## src/rtl/pixel_compositor.sv

```systemverilog
// Three-stage pixel compositor: map/character address generation, RAM data alignment,
// and transparency-aware selection between the character sprite and the scrolled map.
module pixel_compositor #(
  parameter int         MAP_W      = 1152,
  parameter int         MAP_H      = 1024,
  parameter int         SPR_W      = 16,
  parameter int         SPR_H      = 24,
  parameter logic [4:0] TRANSP_IDX = 5'd0,
  parameter logic [4:0] BORDER_IDX = 5'd0
) (
  input  logic        Clk,
  input  logic        Reset_n,
  input  logic [9:0]  DrawX,
  input  logic [9:0]  DrawY,
  input  logic        pix_in_valid,
  input  logic        frame_start,
  input  logic [10:0] cam_x,
  input  logic [10:0] cam_y,
  input  logic [9:0]  char_x,
  input  logic [9:0]  char_y,
  input  logic [1:0]  char_frame,
  output logic [20:0] map_read_address,
  output logic [12:0] char_read_address,
  input  logic [4:0]  map_data,
  input  logic [4:0]  char_data,
  output logic [4:0]  palette_idx,
  output logic        pix_out_valid
);

  localparam logic [11:0] MAP_W_L   = 12'(MAP_W);
  localparam logic [11:0] MAP_H_L   = 12'(MAP_H);
  localparam logic [10:0] SPR_W_L   = 11'(SPR_W);
  localparam logic [10:0] SPR_H_L   = 11'(SPR_H);
  localparam logic [12:0] FRAME_SZ  = 13'(SPR_W * SPR_H);

  typedef struct packed {
    logic [10:0] cam_x;
    logic [10:0] cam_y;
    logic [9:0]  char_x;
    logic [9:0]  char_y;
    logic [1:0]  frame;
  } shadow_t;

  shadow_t shadow;

  // Scene parameters are sampled once per frame so a mid-frame change cannot tear the image.
  // NOTE: sequential state is always written with non-blocking assignments so every
  // register samples pre-edge values; this is also what gives a pixel coincident with
  // frame_start the old shadow contents.
  always_ff @(posedge Clk or negedge Reset_n) begin
    if (!Reset_n) begin
      shadow <= '0;
    end else if (frame_start) begin
      shadow <= '{cam_x: cam_x, cam_y: cam_y, char_x: char_x,
                  char_y: char_y, frame: char_frame};
    end
  end

  // ---------------- Stage A: address generation ----------------
  logic [11:0] map_x, map_y;
  logic        off_map;
  logic [20:0] map_addr_next;
  logic [10:0] pix_x, pix_y, spr_x, spr_y;
  logic        char_hit;
  logic [9:0]  rel_x, rel_y;
  logic [12:0] char_addr_next;

  // NOTE: every always_comb output gets a default before any branch so no path can
  // leave a value unassigned and infer a latch.
  always_comb begin
    map_x          = {2'b00, DrawX} + {1'b0, shadow.cam_x};
    map_y          = {2'b00, DrawY} + {1'b0, shadow.cam_y};
    off_map        = (map_x >= MAP_W_L) || (map_y >= MAP_H_L);
    map_addr_next  = '0;
    if (!off_map) begin
      map_addr_next = 21'(map_y) * 21'(MAP_W) + 21'(map_x);
    end

    // 11-bit compares keep char_x+SPR_W from wrapping back onto column 0.
    pix_x    = {1'b0, DrawX};
    pix_y    = {1'b0, DrawY};
    spr_x    = {1'b0, shadow.char_x};
    spr_y    = {1'b0, shadow.char_y};
    char_hit = (pix_x >= spr_x) && (pix_x < spr_x + SPR_W_L) &&
               (pix_y >= spr_y) && (pix_y < spr_y + SPR_H_L);
    rel_x          = DrawX - shadow.char_x;
    rel_y          = DrawY - shadow.char_y;
    char_addr_next = '0;
    if (char_hit) begin
      char_addr_next = 13'(shadow.frame) * FRAME_SZ
                     + 13'(rel_y) * 13'(SPR_W) + 13'(rel_x);
    end
  end

  logic off_a, hit_a, valid_a;

  always_ff @(posedge Clk or negedge Reset_n) begin
    if (!Reset_n) begin
      map_read_address  <= '0;
      char_read_address <= '0;
      off_a             <= 1'b0;
      hit_a             <= 1'b0;
      valid_a           <= 1'b0;
    end else begin
      map_read_address  <= map_addr_next;
      char_read_address <= char_addr_next;
      off_a             <= off_map;
      hit_a             <= char_hit;
      valid_a           <= pix_in_valid;
    end
  end

  // ---------------- Stage B: wait for RAM read data ----------------
  logic off_b, hit_b, valid_b;

  always_ff @(posedge Clk or negedge Reset_n) begin
    if (!Reset_n) begin
      off_b   <= 1'b0;
      hit_b   <= 1'b0;
      valid_b <= 1'b0;
    end else begin
      off_b   <= off_a;
      hit_b   <= hit_a;
      valid_b <= valid_a;
    end
  end

  // ---------------- Stage C: composite ----------------
  logic [4:0] pix_sel;

  always_comb begin
    pix_sel = '0;
    if (valid_b) begin
      if (hit_b && (char_data != TRANSP_IDX)) pix_sel = char_data;
      else if (off_b)                          pix_sel = BORDER_IDX;
      else                                     pix_sel = map_data;
    end
  end

  always_ff @(posedge Clk or negedge Reset_n) begin
    if (!Reset_n) begin
      palette_idx   <= '0;
      pix_out_valid <= 1'b0;
    end else begin
      palette_idx   <= pix_sel;
      pix_out_valid <= valid_b;
    end
  end

endmodule

```

## config.mk

```make
export PLATFORM = sky130hd
export DESIGN_NAME = pixel_compositor
export DESIGN_NICKNAME = d
export VERILOG_FILES = /design/src/rtl/pixel_compositor.sv
export SDC_FILE = /design/constraint.sdc
export NUM_CORES = 1
export LEC_CHECK = 0
export BUFFER_PORTS_ARGS = -buffer_cell sky130_fd_sc_hd__buf_2
export CORE_UTILIZATION = 50
export CTS_CLUSTER_DIAMETER = 120
export DETAILED_ROUTE_END_ITERATION = 6
export PLACE_DENSITY = 0.83
export SYNTH_ARGS = -nofsm -noshare
export SYNTH_HDL_FRONTEND = slang
export SYNTH_SLANG_ARGS = --single-unit
export TNS_END_PERCENT = 30
```

## constraint.sdc

```tcl
create_clock -name Clk -period 7.95 [get_ports Clk]
set_input_delay 0 -clock Clk [delete_from_list [all_inputs] [get_ports Clk]]
set_output_delay 0 -clock Clk [all_outputs]
set_load 0.01 [all_outputs]
```

# == After elaboration in Yosys (flattened, before gate mapping) ==
# Index checks and enable logic that the tools add are counted.
# classes
addsub,9
multipliers,2
magnitude_cmp,6
mux,5
reduce_logical,6
# ops
op,count
10-bit by 11-bit adder with 12-bit output,2
"12-bit by 11-bit >= comparator with 1-bit output, second input constant",2
"10-bit by 5-bit adder with 11-bit output, second input constant",2
10-bit by 11-bit < comparator with 1-bit output,2
21-bit by 12-bit adder with 21-bit output,1
21-bit 2-to-1 mux,1
10-bit >= comparator,2
5-bit 2-to-1 mux,3
"12-bit by 4-bit multiplier with 14-bit output, second input constant",1
11-bit by 13-bit adder with 13-bit output,1
13-bit by 10-bit adder with 13-bit output,1
13-bit 2-to-1 mux,1
10-bit subtractor,1
9-bit subtractor,1
5-bit nonzero test,1
1-bit logical AND,4
"2-bit by 2-bit multiplier with 4-bit output, second input constant",1
1-bit logical OR,1
# totals
ff_bits,90
inputBits,78
output_inout_bits,40

# == Longest topological paths before layout ==
# Gate-level depths: netlist of run 1.
# logic_depth
ltp_word,6
ltp_mapped,19
mapped_depth_nobuf,19

# == Worst setup path before layout of run 1 ==
# OpenSTA, ideal clock, no wires.
# synth_timing
path_kind,register to register
start,register shadow[23] (netlist name)
end,register map_read_address[20]
setup_time_ns,0.119
t_arrival_ns,3.819
t_required_ns,7.831
setup_slack_ns,4.012
path_stages_with_launch,18
n_path_buf,0
path_cell_list,dfrtp_1 > ha_1 > a211oi_1 > o21bai_1 > a21oi_1 > o21ai_0 > a21o_1 > a21oi_1 > xnor2_1 > ha_1 > ha_1 > and3_1 > a221oi_2 > a2bb2oi_2 > nand4_1 > nor4b_2 > xnor2_1 > nor2_2
# synth_via
elab_chain_cells,4
# synth_lines
element,line_no,text
"start, declared",44,shadow_t shadow;
"start signal, assigned",54,"shadow <= '{cam_x: cam_x, cam_y: cam_y, char_x: char_x,"
10-bit by 11-bit adder with 12-bit output (*),72,"map_y = {2'b00, DrawY} + {1'b0, shadow.cam_y};"
12-bit by 4-bit multiplier with 14-bit output or 12-bit by 11-bit >= comparator with 1-bit output (tied branches),"76, 73",
21-bit by 12-bit adder with 21-bit output or 1-bit logical OR (tied branches),"76, 73",
21-bit 2-to-1 mux (*),75,if (!off_map) begin
net map_addr_next[20],62,logic [20:0] map_addr_next;
"end signal, assigned",105,map_read_address <= map_addr_next;
"end, declared",22,"output logic [20:0] map_read_address,"
# Mark *: on every way through the listed nets, which the timed path passes. The rest lies on a longest branch.
# A chain may end at the register's enable or synchronous reset.

# == Worst setup path in the final report of run 1 ==
# Ends and elaborated chain as after synthesis.

==> metrics.txt, run 1 <==
result of the run=complete, no violations; post-synth design cell area=between 6000 and 7000 um2; CTS tree=yes; worst setup slack before clock tree synthesis=about 3.7 ns; #FFs+latches synth=90; overflow left after global routing=0; standard-cell row count=41; floorplan core area=12800 um2; Layout Nets=approximately 1000; last weighted congestion value of the routability-driven placer=about 0.86; LEAKAGE=about 0.004 uW; fraction of post-synthesis cell area in the top cell type by area=approximately 34%; # IOs=118; area fraction in and, or, nand and nor cells after synthesis=between 10 and 15%; number of max-slew violations in the final report=0; path class of the lowest-slack min-delay path=input port to flop; vias after detailed routing=~5500; Final Hold Vio Count=0; Cell Pwr Density=between 200 and 250 nW/um2; data required time at the worst endpoint=between 8 and 9 ns; proportion of synthesized area in mux cells=under 10%; number of violations of the max-capacitance limit=0; number of global-route vias before repair=between 5000 and 6000; global-route wire length before repair=~25 mm; Clock Latency Late Sink=between 0.3 and 0.4 ns; ratio of final minimum period to clock period=a little over half; type of the worst setup path=flop to flop; maximum vdd drop=0.104 mV; crit-path most repeated cell=ha_1; post-synthesis cell type with the largest combined area=dfrtp_1; least setup slack across all paths after layout=~3.6 ns; number of vias per cell after detailed routing=5.30; Top FF cell, synth=dfrtp_1; nature of the critical path endpoint=flop; number of synthesized flops with an enable pin=0; CP arrival=about 4.5 ns; floorplan die width=117 um; remaining number of nets flagged by the antenna check after routing=0; starting density of the core=between 50% and 60%; Clock Root Buffer=clkbuf_16; Total Die Area=approximately 14000 um2; warning count from the yosys run=0; combinational family with the most area after synthesis=adder cells; clock buffer count from CTS=9; Die H=117 um; global-route total usage across every layer=22.3%; fraction of layout cells with a size suffix above 1=between 20% and 30%; DRC errors left=0; post-detail-place hpwl=~11 mm; Initial DRT Pass Iterations=4; maximum clock skew at final layout=around 0.0087 ns; number of antenna violations at the first check in global routing=0; number of distinct library cell variants in the gate-level netlist after synthesis=64; total clock sinks=90; time the worst path needs with I/O delays and setup=between 4 and 5 ns; Synth Area in Compound Gates=approximately 18%; critical path startpoint category=flop; ys async rst share=100%; worst slew margin relative to its limit=31.5%; Synth Instances=slightly below 700; Avg Synthesized Cell Area=just under 10 um2; unrepaired setup endpoints after global routing=false; final setup violation count=0; CP peak stage delay=roughly 0.38 ns; clock transition time at the flip-flop clock pins of the worst setup and hold paths=roughly 0.070 ns; largest net degree at the start of global routing=66; number of levels in the clock H-tree=3; slowest cell on the critical path=dfrtp_1; antenna cell count=0; Post-Synth XOR/XNOR Area=under 10%; adder-cell share of the synthesized area=roughly 20%; Synth-to-Final Area Change=24.1%; most used standard cells in the synthesized netlist=ha_1, dfrtp_1, inv_1; Sum Neg Setup Slack=0 ns; WL per Instance=approximately 14 um; most frequent cell after synthesis=ha_1; maximum net fanout on the critical path=6; Post-Route WL=between 10 and 15 mm; count of input and output buffers=117; leading cell types by total area after synthesis=dfrtp_1, ha_1, xnor2_1; Longest Clk Path Bufs=2; Max Fclk=~230 MHz; worst-margin pin slew=a little over 1 ns; sequential share of the synthesized area=approximately a third; CP cell instances=ha_1, a211oi_1, o21bai_1, a21oi_1, o21ai_0, a21o_1, a21oi_1, xnor2_1, ha_1, ha_1, and3_1, a221oi_2, a2bb2oi_2, nand4_1, nor4b_2, xnor2_1, nor2_2; net count after synthesis=857; number of design-rule violations left by the first detailed-router iteration=roughly 230
[cell type report]
type	instances	area (um2)
Multi-Input combinational cell	523	4150
Inverter	54	203
Clock inverter	6	48.8
Timing Repair Buffer	175	1160
Sequential cell	90	2250
Fill cell	1046	4520
Clock buffer	9	225
Tap cell	172	215
[worst max-delay path, delay by kind of cell (launching register included)]
kind | cells | cell delay, ns
and+or+nand+nor | 4 | 0.77
DFF | 1 | 0.38
xor gates and xnor gates | 2 | 0.34
adders and majority gates | 3 | 0.94
AOI/OAI and AO/OA | 8 | 1.72
[per-stage QoR]
step	cells	utilization, %	hold slack, ns	total power [uW]	instance area (um2)
final	1029	64.6	0.0556	2010	8260
after floorplan	678	-	-0.296	1370	6650
after CTS	1029	64.6	0.0478	2030	8260
after detailed placement	958	58.1	0.0198	1600	7420
after global routing	1029	64.6	0.0677	2180	8260
after global placement	958	58.1	0.0207	1570	7420
[report_power, final]
group	switching [uW]	internal (uW)
Clock	187	215
Combinational	582	490
Sequential	26.7	516
[flip-flops by register name, indices dropped and copies added, names as in the netlist]
signal / count
char_read_address: 13
hit_a: 1
hit_b: 1
map_read_address: 21
off_a: 1
off_b: 1
palette_idx: 5
pix_out_valid: 1
shadow: 44
valid_a: 1
valid_b: 1
[final timing paths]
kind                                        start                              to  slack, ns  cells past startpoint
max                        shadow[23]$_DFFE_PN0P_  map_read_address[20]$_DFF_PN0_       3.63                     17
min                                      DrawX[0]  char_read_address[0]$_DFF_PN0_       0.06                      4
max reg2reg                shadow[23]$_DFFE_PN0P_  map_read_address[20]$_DFF_PN0_       3.63                     17
min reg2reg                       hit_a$_DFF_PN0_                 hit_b$_DFF_PN0_       0.35                      0
max in group asynchronous                 Reset_n          shadow[32]$_DFFE_PN0P_       6.78                      3
min in group asynchronous                 Reset_n        palette_idx[3]$_DFF_PN0_       0.19                      2
[cell usage in the layout (no fill, tap or decap), drive strengths merged, types with 5 or more instances in the layout]
cell	count
a21oi	37
nor3	18
nand2b	7
buf	119
o21bai	6
dlygate4sd3	56
o21ai	49
nand2	44
o21a	12
nor2	39
clkbuf	9
fa	10
or2	5
a211oi	10
nand3	8
mux2	23
ha	91
o211ai	6
nor2b	14
nand3b	6
a21boi	6
inv	58
xor2	16
nand4	7
dfrtp	90
a21o	23
and2	11
xnor2	34
[repair_timing]
action,in CTS,in global routing
buffers inserted,0,0
hold endpoints to repair,92,0
gates resized for setup,0,0
hold buffers,56,0
[cell families after synthesis]
kind of cell,Yosys count
buf+inv,65
mux,23
xor+xnor,50
flops,90
simple gates,176
fa+ha+maj,101
compound gates,173
[routing by layer]
layer	wire [um]	GRT usage [%]	vias up	share of wire [%]
li1	-	-	2764	-
met1	6800	28.5	2544	46
met2	7040	37.7	124	48
met3	550	3.36	21	3.7
met4	367	9.17	0	2.5
met5	0	0	-	0
Power figures use the tool's default switching activity.
==> inputs of run 2 (changes only) <==
Settings changed: PLACE_DENSITY 0.83 to 0.85.
Clock period 7.95 ns to 3.7 ns, I/O delays scaled along.
==> run 2 against run 1 <==
  * The run now ends with setup timing left
  * Core utilization rose by 4.6 points
  * Die area did not move
  * Routed wire length rose by 15%
  * Final cell count rose by 5.1%
  * Final area rose by 7.1%
  * Highest routed layer unchanged
  * Clock power rose by 140%
  * Count of clock-buffer cells in the layout rose by 3
==> metrics.txt, run 2 (synthesis gave the netlist of run 1 again) <==
vias after detailed routing=5787; path class of the lowest-slack min-delay path=input port to flop; worst setup slack before clock tree synthesis=-0.229 ns; type of the worst setup path=flop to flop; part of the total power dissipated in sequential elements=a little under a quarter; starting density of the core=between 50% and 60%; global-route wire length before repair=27.6 mm; global-route total usage across every layer=25.1%; most frequent standard cell in the layout excluding fill and tap cells=buf_2; net switching share of the total power=37.5%; maximum vdd drop=between 0.3 and 0.4 mV; number of max-slew violations in the final report=0; standard-cell row count=between 40 and 50; number of levels in the clock H-tree=3; maximum clock skew at final layout=0.0102 ns; total internal power=approximately 3200 uW; CP cell instances=ha_2, inv_2, fa_2, buf_4, buf_4, xnor2_1, ha_4, fa_2, buf_4, xor2_2, o21ai_1, nor4_2, nand4_1, nor4b_4, xnor2_1, nor2_2; post-route core utilization=about 69%; max reg flops=44; Top Family by Delay on Critical Path=adder cells; overflow left after global routing=0; largest registers=shadow: 44 flops, map_read_address: 21 flops, char_read_address: 13 flops; combinational cell fraction of total power=between 50% and 60%; WHS Endpoint=map_read_address[0]$_DFF_PN0_; largest net degree at the start of global routing=53; Cell Pwr Density=571 nW/um2; Initial DRT Pass Iterations=5; worst slew margin relative to its limit=approximately 41%; portion of total power attributed to the clock network=19.4%; Max Fclk=between 200 and 300 MHz; LEAKAGE=0.00435 uW; floorplan core area=12800 um2; worst-margin pin slew=between 0.8 and 0.9 ns; minimum setup slack among reg-to-reg paths=-0.17 ns; WL per Instance=about 16 um; met3 wire length=roughly 700 um; number of vias per cell after detailed routing=5.35; Worst Path Buf+Inv=4; remaining number of nets flagged by the antenna check after routing=0; fraction of layout cells with a size suffix above 1=between 20% and 30%; FF-to-FF Start=shadow[22]$_DFFE_PN0P_; count of input and output buffers=between 100 and 150; Final Hold Vio Count=0; slowest cell on the critical path=fa_2; Post-Route WL=roughly 17 mm; post-detail-place hpwl=11.7 mm; DRC errors left=0; maximum net fanout on the critical path=3; number of antenna violations at the first check in global routing=1; Clock Latency Late Sink=~0.35 ns; number of global-route vias before repair=between 5000 and 6000; unrepaired setup endpoints after global routing=true; Top reg by flops=shadow; failing checks=setup timing; met1 wire length=around 7.5 mm; top metal layer carrying routed signals=met4; time the worst path needs with I/O delays and setup=a little under 4 ns; Die H=117 um; CP peak stage delay=0.40 ns; result of the run=finished, violations left; final setup violation count=4; number of violations of the max-capacitance limit=0; ratio of final minimum period to clock period=105%; last weighted congestion value of the routability-driven placer=slightly below 0.9; Inst Count DP=1000; crit-path most repeated cell=buf_4; number of design-rule violations left by the first detailed-router iteration=around 280; least setup slack across all paths after layout=-0.174 ns; filler-free cell count of the finished design=1081; overall power of the completed layout=approximately 5000 uW; instance count along the most critical hold path=4; Synth-to-Final Area Change=33.0%; total clock sinks=90; Clock Root Buffer=clkbuf_16; sw power=roughly 1900 uW; Worst Hold Margin=roughly 0.095 ns; top library cells by usage in the layout, fill and taps aside=buf_2, dfrtp_1, ha_1, dlygate4sd3_1, inv_1; clock buffer count from CTS=9; floorplan die width=117 um; # IOs=~120; startpoint of the tightest hold check path=DrawX[0]; nature of the critical path endpoint=flop; critical path startpoint category=flop; met2 routed wirelength=8.24 mm; CP arrival=4.11 ns; capture instance of the worst register-to-register path=map_read_address[20]$_DFF_PN0_; Layout Nets=1082; data required time at the worst endpoint=slightly below 4 ns; R2R depth=16; Longest Clk Path Bufs=2; clock transition time at the flip-flop clock pins of the worst setup and hold paths=approximately 0.070 ns; Total Die Area=approximately 14000 um2; CTS tree=yes
==> run 2: cell types whose count changed in the layout (fill, tap and decap cells not counted), moves of 4 or more <==
| cell | delta |
|---|---|
| a21oi_2 | +6 |
| ha_4 | +5 |
| buf_4 | +49 |
| o21ai_0 | -5 |
| inv_6 | -4 |
| a21oi_1 | -6 |
| ha_1 | -7 |
==> run 2: worst register-to-register path, stage by stage, from the launching register on <==
cell and delay, ns:
dfrtp_1 0.35, ha_2 0.18, inv_2 0.04, fa_2 0.36
buf_4 0.14, buf_4 0.12, xnor2_1 0.35, ha_4 0.28
fa_2 0.40, buf_4 0.16, xor2_2 0.17, o21ai_1 0.10
nor4_2 0.37, nand4_1 0.24, nor4b_4 0.28, xnor2_1 0.17
nor2_2 0.04
==> run 2: how the worst max path moves through the flow <==
| stage | startpoint | end | slack, ns | depth (start not counted) |
|---|---|---|---|---|
| finish | shadow[22]$_DFFE_PN0P_ | map_read_address[20]$_DFF_PN0_ | -0.17 | 16 |
| global route | shadow[22]$_DFFE_PN0P_ | map_read_address[19]$_DFF_PN0_ | -0.36 | 18 |
| CTS | shadow[22]$_DFFE_PN0P_ | map_read_address[20]$_DFF_PN0_ | -0.09 | 19 |
| detailed placement | shadow[22]$_DFFE_PN0P_ | map_read_address[20]$_DFF_PN0_ | -0.23 | 19 |
| global placement | shadow[22]$_DFFE_PN0P_ | map_read_address[20]$_DFF_PN0_ | -0.05 | 19 |
| floorplan | shadow[22]$_DFFE_PN0P_ | map_read_address[20]$_DFF_PN0_ | -0.04 | 19 |
==> run 2: area by class of cell <==
| type | count | area [um2] |
|---|---|---|
| diodes | 1 | 2.50 |
| inverters | 54 | 203 |
| well taps | 172 | 215 |
| clock buffers | 12 | 236 |
| fillers | 928 | 3930 |
| flip-flops and latches | 90 | 2250 |
| repair buffers | 225 | 1540 |
| multi-input cells | 523 | 4320 |
| clock inverters | 4 | 76.3 |
==> run 2: power by group through the flow <==
| stage | logic, uW | clock network, uW | registers [uW] |
|---|---|---|---|
| floorplan | 1800 | 0 | 1210 |
| global placement | 2520 | 0 | 1180 |
| detailed placement | 2570 | 0 | 1180 |
| CTS | 2750 | 1000 | 1170 |
| global route | 3190 | 1050 | 1180 |
| finish | 2900 | 981 | 1170 |
==> run 2: metrics by stage <==
stage | setup TNS, ns | instance area [um2]
final | -0.517 | 8840
after global routing | -1.55 | 8840
after CTS | -0.0908 | 8740
after detailed placement | -0.495 | 7790
after global placement | -0.0490 | 7790
after floorplan | -0.0449 | 6710
==> run 2: what timing repair did <==
action	CTS	global route
endpoints found under the hold margin	101	0
hold buffers	56	0
pin swaps	17	11
setup endpoints to repair	7	9
buffers inserted	5	3
gates resized for setup	13	14
==> run 2: metal layers <==
layer	global-route usage [%]	up-vias
met1	32.2	2736
met4	8.93	0
li1	-	2863
met3	4.72	33
met2	42.3	155
met5	0	-
